$ cat config.mk
export PLATFORM = sky130hd
export DESIGN_NAME = dmac_bus_arbiter
export DESIGN_NICKNAME = d
export VERILOG_FILES = /design/src/rtl/dmac_bus_arbiter.sv
export SDC_FILE = /design/constraint.sdc
export NUM_CORES = 1
export LEC_CHECK = 0
export ABC_AREA = 1
export BUFFER_PORTS_ARGS = -buffer_cell sky130_fd_sc_hd__buf_2
export CAP_MARGIN = 20
export CORE_AREA = 4 4 78 80
export DETAILED_ROUTE_END_ITERATION = 16
export DIE_AREA = 0 0 82 84
export PLACE_DENSITY = 0.66
export SLEW_MARGIN = 0
export SYNTH_ARGS = -nofsm -noshare
export SYNTH_HDL_FRONTEND = slang
export SYNTH_SLANG_ARGS = --single-unit
$ cat constraint.sdc
create_clock -name clk -period 3.15 [get_ports clk]
set_input_delay 0.1575 -clock clk [delete_from_list [all_inputs] [get_ports clk]]
set_output_delay 0.1575 -clock clk [all_outputs]
set_load 0.02 [all_outputs]
$ cat src/rtl/dmac_bus_arbiter.sv
// Two-master AHB-Lite arbiter and slave-side mux: CPU is parked, DMAC has priority.
// Define ARB_FAIRNESS_EN to bound DMA tenure while the CPU is waiting.
module dmac_bus_arbiter #(
    parameter int unsigned AW             = 32,
    parameter int unsigned DW             = 32,
    parameter int unsigned MAX_DMA_CYCLES = 16
) (
    input  logic          clk,
    input  logic          rst,
    input  logic          cpu_req,
    input  logic [AW-1:0] cpu_haddr,
    input  logic [1:0]    cpu_htrans,
    input  logic          cpu_hwrite,
    input  logic [DW-1:0] cpu_hwdata,
    input  logic          Bus_Req,
    input  logic [AW-1:0] MAddress,
    input  logic [1:0]    MTrans,
    input  logic          MWrite,
    input  logic [DW-1:0] MWData,
    input  logic          HReady,
    output logic          cpu_grant,
    output logic          Bus_Grant,
    output logic [AW-1:0] HAddr,
    output logic [1:0]    HTrans,
    output logic          HWrite,
    output logic [DW-1:0] HWData,
    output logic          HMaster
);

    localparam logic [1:0] HTRANS_SEQ = 2'b11;

    typedef enum logic [1:0] {
        PARK = 2'd0,
        CPU  = 2'd1,
        DMA  = 2'd2
    } state_e;

    state_e     state_q;
    state_e     next_state_c;
    logic [1:0] owner_htrans_c;
    logic       switch_c;
    logic       limit_hit_c;
    logic       dma_blocked_c;

    // Ownership may only move between transfers, never inside a burst.
    assign owner_htrans_c = Bus_Grant ? MTrans : cpu_htrans;
    assign switch_c       = HReady && (owner_htrans_c != HTRANS_SEQ);

    // Address phase follows the registered grant; write data follows the data-phase owner.
    assign HAddr  = Bus_Grant ? MAddress : cpu_haddr;
    assign HTrans = owner_htrans_c;
    assign HWrite = Bus_Grant ? MWrite : cpu_hwrite;
    assign HWData = HMaster ? MWData : cpu_hwdata;

`ifdef ARB_FAIRNESS_EN
    localparam int unsigned CW = $clog2(MAX_DMA_CYCLES + 1);

    logic [CW-1:0] tenure_q;
    logic          cpu_hold_q;

    // Limit is hit on the edge that completes the last allowed DMA cycle.
    assign limit_hit_c   = cpu_req && (32'(tenure_q) >= 32'(MAX_DMA_CYCLES - 1));
    assign dma_blocked_c = cpu_hold_q;

    always_ff @(posedge clk or negedge rst) begin
        if (!rst) begin
            tenure_q   <= '0;
            cpu_hold_q <= 1'b0;
        end else begin
            if ((state_q != DMA) || (next_state_c != DMA)) begin
                tenure_q <= '0;
            end else if (cpu_req && (tenure_q != CW'(MAX_DMA_CYCLES))) begin
                tenure_q <= tenure_q + CW'(1);
            end

            // A forced handover guarantees the CPU one full switch point.
            if ((state_q == DMA) && (next_state_c == CPU) && limit_hit_c) begin
                cpu_hold_q <= 1'b1;
            end else if ((state_q == CPU) && switch_c) begin
                cpu_hold_q <= 1'b0;
            end
        end
    end
`else
    logic unused_cfg;

    assign limit_hit_c   = 1'b0;
    assign dma_blocked_c = 1'b0;
    assign unused_cfg    = ^MAX_DMA_CYCLES;
`endif

    // Next owner, evaluated only at a switch point.
    always_comb begin
        next_state_c = state_q;
        if (switch_c) begin
            unique case (state_q)
                PARK: begin
                    if (Bus_Req) begin
                        next_state_c = DMA;
                    end else if (cpu_req) begin
                        next_state_c = CPU;
                    end
                end
                CPU: begin
                    if (Bus_Req && !dma_blocked_c) begin
                        next_state_c = DMA;
                    end else if (!cpu_req && !Bus_Req) begin
                        next_state_c = PARK;
                    end
                end
                DMA: begin
                    if (limit_hit_c) begin
                        next_state_c = CPU;
                    end else if (!Bus_Req) begin
                        next_state_c = cpu_req ? CPU : PARK;
                    end
                end
                default: next_state_c = PARK;
            endcase
        end
    end

    always_ff @(posedge clk or negedge rst) begin
        if (!rst) begin
            state_q   <= PARK;
            cpu_grant <= 1'b1;
            Bus_Grant <= 1'b0;
            HMaster   <= 1'b0;
        end else begin
            state_q   <= next_state_c;
            cpu_grant <= (next_state_c != DMA);
            Bus_Grant <= (next_state_c == DMA);
            if (HReady) begin
                HMaster <= Bus_Grant;
            end
        end
    end

endmodule
==> impl_results.md <==
- RR Startpoint: HMaster$_DFFE_PN0P_
- Largest net degree at the start of global routing: 36
- Critical R2R Capture: HMaster$_DFFE_PN0P_
- Final Hold Viols: 0
- Minimum clock period: 2080 ps
- RD Place Congestion: 0.895
- Drt initial violations: 49
- Clock skew: 0.122 ps
- Yosys top cell by area: nand2_1
- Port Buffers: 208
- Peak VDD IR: 218 uV
- HP Start: HReady
- Drt pass-1 iters: 4
- CTS sink cnt: 5
- Worst hold stages: 2
- HP Class: in -> reg
- # hold bufs at CTS: 1
- Area grow syn2layout: 104%
- Total wire length: 5490 um
- Die height: 84 um
- Relative slew slack: 0.371
- Fin area: 2230 um2
- Clock transition at path regs: 30 ps
- Dominant cells by area after synthesis: nand2_1, dfrtp_1, clkbuf_1
- Grt ovf: 0
- CP arrival: 1930 ps
- Routed Antenna Nets: 0
- Placeable Area: 5410 um2
- Unrepaired setup endpoints after global routing: false
- Wire per inst: 10.5 um
- First-pass GRT wire length: 8180 um
- Syn nets: 387
- Remaining DRCs: 0
- Row count: 27
- Slew Viols, Final: 0
- Synth Cell Area: 1100 um2
- Die area: 6890 um2
- Starting Density: 0.203
- Vias: 2060
- WHS Endpoint: HMaster$_DFFE_PN0P_
- Layout cell share with drive strength beyond 1: 0.499
- Total GRT Usage: 0.143
- Die width: 82 um
- CTS tree: done
- Setup Fix Bufs, Post-CTS: 0
- H-tree lvl count: 1
- CTS root buffer: clkbuf_8
- Yosys cell types: 15
- # resized after CTS: 0
- Register bit total from synthesis: 5
- Worst Tran Pin Value: 943 ps
- Dpl hpwl: 4650 um
- Post-synthesis sequential area ratio: 0.115
- Vias per std cell: 3.95
- Clk buf depth: 2
- Number of max-cap violations: 0
- Yosys Warn Count: 0
- Clk_lat worst skew: 220 ps
- Post-synth top area share: 0.712
- Worst-path fanout max: 34
- Worst setup SP type: register
- Final setup fails: 0
- IO Count: 209
- Final #Nets: 589
- Crit. End Element: output pin
- WP data required: 2990 ps
- Cell count of the worst reg-to-reg path: 3
- Cell Pwr Density: 580 nW/um2
- Antenna cells: 0
- Setup TNS: 0 ps
- Period utilisation layout: 0.662
- Fmax: 480 MHz
- Leakage: 0.00161 uW
- Vias in the first global route: 1932
- Worst R2R Setup Slack: 1540 ps
- Post-synthesis cell count: 248
- Initial antenna violation count: 0
- Status: completed
- Crit path kind: reg -> out
- Post-DP Area: 2180 um2
- CTS buffer count: 3
- Synth Area per Inst: 4.42 um2
[logic make-up (layout without fill, tap and decap cells)]
group                  Yosys count  in the layout  synth area share
AOI/OAI and AO/OA                1              1           0.00456
buffers and inverters           20            221            0.0811
DFF                              5              5             0.115
and+or+nand+nor                222            222             0.799
[cell usage after synthesis]
library cell	instances
inv_1	5
nand3_1	2
dfrtp_1	4
inv_4	1
nand3b_1	2
buf_2	3
nor2_2	1
clkbuf_1	10
o21ai_0	1
nand2_4	2
buf_6	1
nor2_1	1
nand2_2	6
nand2_1	208
dfstp_2	1
[stage by stage]
stage	worst slack (ps)	utilization	hold WS, ps	cells	total power [uW]
after floorplan	1810	-	-138	248	814
after global placement	1330	0.403	-26.6	516	1180
after detailed placement	1280	0.403	-26.2	516	1190
after CTS	1040	0.413	246	521	1320
after global routing	892	0.413	303	521	1420
final	1070	0.413	247	521	1300
[layer usage]
metal	global-route usage	routed length [um]	vias up	share of wire
met4	0.0332	38	0	0.0069
li1	-	-	1131	-
met5	0	0	-	0
met1	0.157	2070	831	0.38
met3	0.0227	514	6	0.094
met2	0.276	2870	92	0.52
[cell type report]
class,count,area [um2]
repair buffers,211,1070
flip-flops and latches,5,126
clock buffers,4,45.0
multi-input cells,223,881
fillers,631,3170
well taps,72,90.1
inverters,6,25.0
[power by group]
| group | total (uW) | internal, uW | switching (uW) | leakage (uW) |
|---|---|---|---|---|
| combinational | 1070 | 352 | 721 | 0.00153 |
| sequential | 107 | 83.9 | 22.9 | 0.0000608 |
| clock | 116 | 86.7 | 29.3 | 0.0000228 |
| total | 1300 | 522 | 774 | 0.00161 |
[how the worst max path moves through the flow]
stage	startpoint	end	slack, ps	depth (start not counted)
5_1_grt	HMaster$_DFFE_PN0P_	HWData[0]	890	5
3_5_place_dp	HMaster$_DFFE_PN0P_	HWData[6]	1280	5
3_3_place_gp	HMaster$_DFFE_PN0P_	HWData[5]	1330	5
4_1_cts	HMaster$_DFFE_PN0P_	HWData[6]	1040	5
6_report	HMaster$_DFFE_PN0P_	HWData[0]	1070	5
2_1_floorplan	Bus_Grant$_DFF_PN0_	HAddr[10]	1810	5
[critical path: stages, from the launching register on]
cell and delay, ps:
dfrtp_1 340, buf_4 230, inv_1 720, nand2_1 140, nand2_1 100, buf_2 160
[cells in the final DEF (no fill, tap or decap)]
| cell type | n |
|---|---|
| clkbuf_8 | 3 |
| clkbuf_1 | 1 |
| inv_1 | 5 |
| buf_2 | 208 |
| nor2_2 | 1 |
| dfstp_2 | 1 |
| o21ai_0 | 1 |
| nand3b_1 | 2 |
| dlygate4sd3_1 | 1 |
| dfrtp_1 | 4 |
| buf_4 | 2 |
| nand2_4 | 2 |
| nor2_1 | 1 |
| nand3_1 | 2 |
| nand2_2 | 6 |
| inv_4 | 1 |
| nand2_1 | 208 |
Note: power is estimated with default switching activity, not from simulation.
